**src/rtl/barrel_shift_pipe.sv**
```systemverilog
// Pipelined barrel shifter/rotator with valid/ready flow control.
// One register stage per shift-amount bit; a global stall freezes all stages.
module barrel_shift_pipe #(
  parameter  int WIDTH = 8,
  localparam int SHW   = $clog2(WIDTH)
) (
  input  logic             clk,
  input  logic             rst_n,
  input  logic             in_valid,
  output logic             in_ready,
  input  logic [WIDTH-1:0] in_data,
  input  logic [SHW-1:0]   in_amt,
  input  logic [1:0]       in_mode,
  output logic             out_valid,
  input  logic             out_ready,
  output logic [WIDTH-1:0] out_data,
  output logic             out_zero
);

  localparam logic [1:0] MODE_ROL = 2'b00;
  localparam logic [1:0] MODE_ROR = 2'b01;
  localparam logic [1:0] MODE_SLL = 2'b10;

  logic [WIDTH-1:0] data_q  [SHW];
  logic             valid_q [SHW];
  logic [SHW-1:0]   amt_q   [SHW];
  logic [1:0]       mode_q  [SHW];
  logic             sign_q  [SHW];

  logic advance;
  logic unused_tail;

  function automatic logic [WIDTH-1:0] step(
    input logic [WIDTH-1:0] d,
    input logic [1:0]       m,
    input logic             s,
    input int               sh
  );
    logic [WIDTH-1:0] fill;
    fill = s ? ~({WIDTH{1'b1}} >> sh) : '0;
    case (m)
      MODE_ROL: step = (d << sh) | (d >> (WIDTH - sh));
      MODE_ROR: step = (d >> sh) | (d << (WIDTH - sh));
      MODE_SLL: step = d << sh;
      default:  step = (d >> sh) | fill;
    endcase
  endfunction

  assign advance   = !out_valid || out_ready;
  assign in_ready  = advance;
  assign out_valid = valid_q[SHW-1];
  assign out_data  = data_q[SHW-1];
  assign out_zero  = out_valid && (data_q[SHW-1] == '0);

  // Consumed amt bits are shifted out so each stage reads bit 0.
  always_ff @(posedge clk or negedge rst_n) begin
    if (!rst_n) begin
      for (int k = 0; k < SHW; k++) begin
        valid_q[k] <= 1'b0;
        data_q[k]  <= '0;
        amt_q[k]   <= '0;
        mode_q[k]  <= '0;
        sign_q[k]  <= 1'b0;
      end
    end else if (advance) begin
      valid_q[0] <= in_valid;
      data_q[0]  <= in_amt[0]
                    ? step(in_data, in_mode, in_data[WIDTH-1], 1)
                    : in_data;
      amt_q[0]   <= in_amt >> 1;
      mode_q[0]  <= in_mode;
      sign_q[0]  <= in_data[WIDTH-1];
      for (int k = 1; k < SHW; k++) begin
        valid_q[k] <= valid_q[k-1];
        data_q[k]  <= amt_q[k-1][0]
                      ? step(data_q[k-1], mode_q[k-1], sign_q[k-1], 1 << k)
                      : data_q[k-1];
        amt_q[k]   <= amt_q[k-1] >> 1;
        mode_q[k]  <= mode_q[k-1];
        sign_q[k]  <= sign_q[k-1];
      end
    end
  end

  assign unused_tail = ^{amt_q[SHW-1], mode_q[SHW-1], sign_q[SHW-1]};

endmodule

```
**config.mk**
```make
export PLATFORM = sky130hd
export DESIGN_NAME = barrel_shift_pipe
export DESIGN_NICKNAME = d
export VERILOG_FILES = /design/src/rtl/barrel_shift_pipe.sv
export SDC_FILE = /design/constraint.sdc
export NUM_CORES = 1
export LEC_CHECK = 0
export CAP_MARGIN = 20
export CORE_ASPECT_RATIO = 1.25
export CORE_MARGIN = 1.5
export CORE_UTILIZATION = 50
export DETAILED_ROUTE_END_ITERATION = 6
export GPL_ROUTABILITY_DRIVEN = 0
export PLACE_DENSITY = 0.75
export SYNTH_ARGS = -nofsm -noshare
export SYNTH_HDL_FRONTEND = slang
export SYNTH_SLANG_ARGS = --single-unit
```
**constraint.sdc**
```tcl
create_clock -name clk -period 2.8 [get_ports clk]
set_input_delay 0.84 -clock clk [delete_from_list [all_inputs] [get_ports clk]]
set_output_delay 0.84 -clock clk [all_outputs]
set_load 0.005 [all_outputs]
```
After elaboration in Yosys (flattened, before gate mapping)
Index checks and enable logic that the tools add are counted.
{"block": "totals", "word_cells": 43, "latchBits": 0, "memories": 0, "inputBits": 17, "out_inout_bits": 11, "mem_bits_ro": 0, "reg_bits": 36, "ram_bits": 0}
{"block": "op_classes", "reduce_logical": 8, "n_eq_ne": 6, "mul": 0, "magnitude_cmp": 0, "add_sub_neg": 0, "n_div": 0, "n_mux": 9, "n_bitwise": 8, "n_shift": 0}
{"op": "2-to-1 mux 8 bit", "count": 6}
{"op": "one-hot mux 8 bit (3 select lines)", "count": 2}
{"op": "OR 4 x 8 -> 8 bit", "count": 2}
{"op": "OR 6 x 8 -> 8 bit", "count": 2}
{"op": "OR 7 x 8 -> 8 bit", "count": 2}
{"op": "one-hot mux 8 bit (2 select lines)", "count": 1}
{"op": "zero test 8 bit", "count": 1}
{"op": "OR 8 x 1 -> 8 bit", "count": 1}
{"op": "OR 8 x 2 -> 8 bit", "count": 1}
{"op": "== test 2 x 1 -> 1 bit, second input constant", "count": 3}
{"op": "== test 2 bit, second input constant", "count": 3}
{"op": "zero test 2 bit", "count": 3}
{"op": "OR reduction 2 bit", "count": 1}
{"op": "logical AND 1 bit", "count": 1}
{"op": "zero test 1 bit", "count": 1}
{"op": "logical OR 1 bit", "count": 1}

Logic depth before layout (Yosys ltp)
{"block": "depth", "depth_word": 4, "ltp_mapped": 6, "ltp_nobuf": 4}

Worst setup path before layout
Ideal clock, no wire load.
{"block": "synth_path", "path_kind": "input port to output port", "start": "in out_ready", "end": "out in_ready", "path_buffers": 2, "stages": 4, "t_required_ps": 1960, "path_slack_ps": 710, "arrival_ps": 1250, "cell_sequence": "nor2b_1 buf_2 inv_2 buf_2"}
{"block": "synth_via", "elab_chain_len": 1}
{"element": "start: declaration", "line_no": "15", "rtl": "input logic out_ready,"}
{"element": "logical OR 1 bit", "line_no": "49", "rtl": "assign advance = !out_valid || out_ready;"}
{"element": "end: declaration", "line_no": "10", "rtl": "output logic in_ready,"}
Every way passes these cells.

Final worst setup path
Same ends and word-level chain as after synthesis.

==> impl_metrics.toml <==
[layout]
nNetsFinal = 238
multi_input_area_um2 = 829.5
diodes = 0
fillers = 302
final_cell_mix = "nand2_1, dfrtp_1, clkdlybuf4s50_1"
final_common_cell = "nand2_1"
seqCellArea_um2 = 900.9
layout-drive-gt1-share_pct = 7.207
area_delta_synth_final_pct = 17.09

[synthesis]
ys_seq_area_share_pct = 47.68
yosys_warnings = 0
synth-seq-cells = 36
muxShareOfSynthArea_pct = 6.358
synth_compound_area_share_pct = 21.59
synth.distinct_cells = 27
synthAdderAreaFrac_pct = 0
netlist_instances = 206
synth_top_family_by_area = "compound AO/OA/AOI/OAI gates"
synth_nets = 223
avgSynthCellArea_um2 = 9.171
synthXorXnorAreaFrac_pct = 0
synth-simple-area-share_pct = 15.83
syn-cell-area_mm2 = 0.001889

[pwr]
p_sw_share_pct = 32.83
seqPwrFrac_pct = 44.5
vdd_drop_max_uv = 467.7
p_leak_nw = 1.013
power_frac_clock_pct = 24.0
p_int_w = 0.001391
comb_power_share_pct = 31.5
powerDensity_mw_per_mm2 = 935.9
power_switching_w = 0.0006798

[critical_path]
crit_path_start_kind = "primary input"
worstSetupPathType = "primary input to primary output"
cp_slowest_cell = "clkdlybuf4s50_1"
crit_arrival_ns = 1.90
crit_path_max_fanout = 2
critPathCaptureType = "primary output"
crit_chain = "clkdlybuf4s50_1 -> nor2b_2 -> inv_2 -> clkdlybuf4s50_1"
cpPeakStageDelay_ns = 0.49
required_ns = 1.96
timing.critical_path.mode_cell = "clkdlybuf4s50_1"

[placement]
dp_hpwl_um = 2563
portBuffers = 27
dp_slack_ns = 0.05617

[floorplanning]
die_x_um = 57.98
placementRows = 24
start_util_pct = 53.32
coreArea_mm2 = 0.003543
die_area_mm2 = 0.004159
die_h_um = 71.73
pin_count = 28

[global_route]
grt_pass1_wl_um = 5989
grt_usage_pct = 18.87
globalRouteOverflowTotal = 0
antenna_found_initial = 0
grt_max_degree = 50
grt_pass1_vias = 1399

[clock_network]
clk_latency_ns = 0.29
ctsHtreeMaxLevel = 2
cts_resized = 1
clk_pin_slew_ns = 0.07
cts_tree = "built"
cts_buffer_depth = 2
ctsHoldBuffers = 0
cts-root-buf = "clkbuf_8"
cts_setup_buffers = 0
cts_buffers = 5
cts_sinks = 36

[sta]
skew_ns = 0.005464
setup_slack_ns = 0.05669
relSlewSlack_pct = 65.58
setup_viol = 0
tightestPinTransition_ns = 0.5147
max_freq_ghz = 0.3645
period_share_pct = 97.98
tns_ns = 0
rsz0062_at_grt = "false"
period_needed_ns = 2.743
finalMaxSlewViolations = 0
hold_violations = 0

[worst_hold_path]
hold_class = "flop to flop"

[routing]
vias = 1466
drc = 5
viasPerCell = 5.617
ant_nets = 0
first_iter_violations = 60
routed_wl_um = 3546
first_pass_iters = 6
routedWlPerCell_um = 13.59

[run_status]
violations = "DRC"
status = "complete, but fails checks"

[job]
maxCapViolations = 0
==> power by group through the flow <==
| stage | registers [W] | clock network [W] | logic, W |
|---|---|---|---|
| after floorplan | 0.000856 | 0 | 0.000548 |
| after global placement | 0.000916 | 0 | 0.000646 |
| after detailed placement | 0.000935 | 0 | 0.000659 |
| after CTS | 0.000923 | 0.000505 | 0.000662 |
| after global routing | 0.000956 | 0.000531 | 0.000738 |
| final | 0.000920 | 0.000497 | 0.000653 |
==> stage by stage <==
stage	hold slack, ns	total power [W]	utilization [%]	instance area [um^2]	instances
5_1_grt	0.5022	0.002226	62.43	2212	261
6_report	0.4631	0.002070	62.43	2212	261
2_1_floorplan	0.4300	0.001404	-	1889	206
4_1_cts	0.4675	0.002090	62.43	2212	261
3_5_place_dp	0.4516	0.001594	58.90	2087	253
3_3_place_gp	0.4438	0.001562	58.90	2087	253
==> logic make-up after synthesis <==
| logic type | Yosys count |
|---|---|
| flip-flops | 36 |
| buffers and inverters | 26 |
| AO/OA/AOI/OAI | 63 |
| multiplexers | 12 |
| AND/OR/NAND/NOR | 69 |
==> layout make-up <==
type	count	share of cell area, %
clock buffers	7	4.355
inverters	4	0.6787
repair buffers	30	13.18
flip-flops and latches	36	40.72
clock inverters	1	1.357
well taps	39	2.206
multi-input cells	144	37.50
==> path summary, 6_finish.rpt <==
kind | start | end | slack (ns) | depth (start not counted)
setup / recovery | out_ready | in_ready | 0.06 | 4
hold / removal | sign_q[1] | sign_q[1] | 0.46 | 2
setup reg to reg | out_valid | data_q[20] | 1.43 | 4
hold reg to reg | sign_q[1] | sign_q[1] | 0.46 | 2
max in group asynchronous | rst_n | data_q[18] | 1.52 | 2
min in group asynchronous | rst_n | out_data[0] | 0.97 | 2
==> cells in the mapped netlist <==
cell,instances,area (um^2)
nor4_2,1,12.51
or4_4,1,11.26
o21ai_1,1,5.000
o31ai_1,1,7.510
o21a_1,1,7.510
a31oi_1,4,25.02
buf_4,12,90.09
a21oi_1,5,25.02
nor2b_1,5,31.28
nor3b_1,1,7.510
clkbuf_2,1,5.000
buf_6,1,11.26
a211oi_1,13,97.59
and3_1,1,6.260
nand2b_1,2,12.51
o21ai_0,22,110.1
a221oi_1,2,17.52
nor2_1,15,56.30
a211oi_2,1,12.51
inv_1,3,11.26
nand2_1,43,161.4
dfrtp_1,36,900.9
a21o_1,12,90.09
buf_2,8,40.04
inv_2,1,3.750
mux2i_1,12,120.1
o311a_1,1,10.01
==> metal layers <==
metal	global-route usage [%]	share of wire (%)	wire length [um]	up-vias
li1	-	-	-	738
met1	18.45	39	1374	682
met2	36.36	55	1939	40
met3	3.791	4.3	153	6
met4	9.302	2.2	78	0
met5	0	0	0	-
==> critical path: cells and delay by family <==
family	cells	cell delay, ns
buffers and inverters	3	1.01
AND/OR/NAND/NOR	1	0.05
==> state kept, by name, summed over array words and instances (netlist names) <==
| register | count |
|---|---|
| amt_q | 3 |
| data_q | 16 |
| mode_q | 4 |
| out_data | 8 |
| out_valid | 1 |
| sign_q | 2 |
| valid_q | 2 |
No activity file was read; power rests on OpenSTA's default activity.
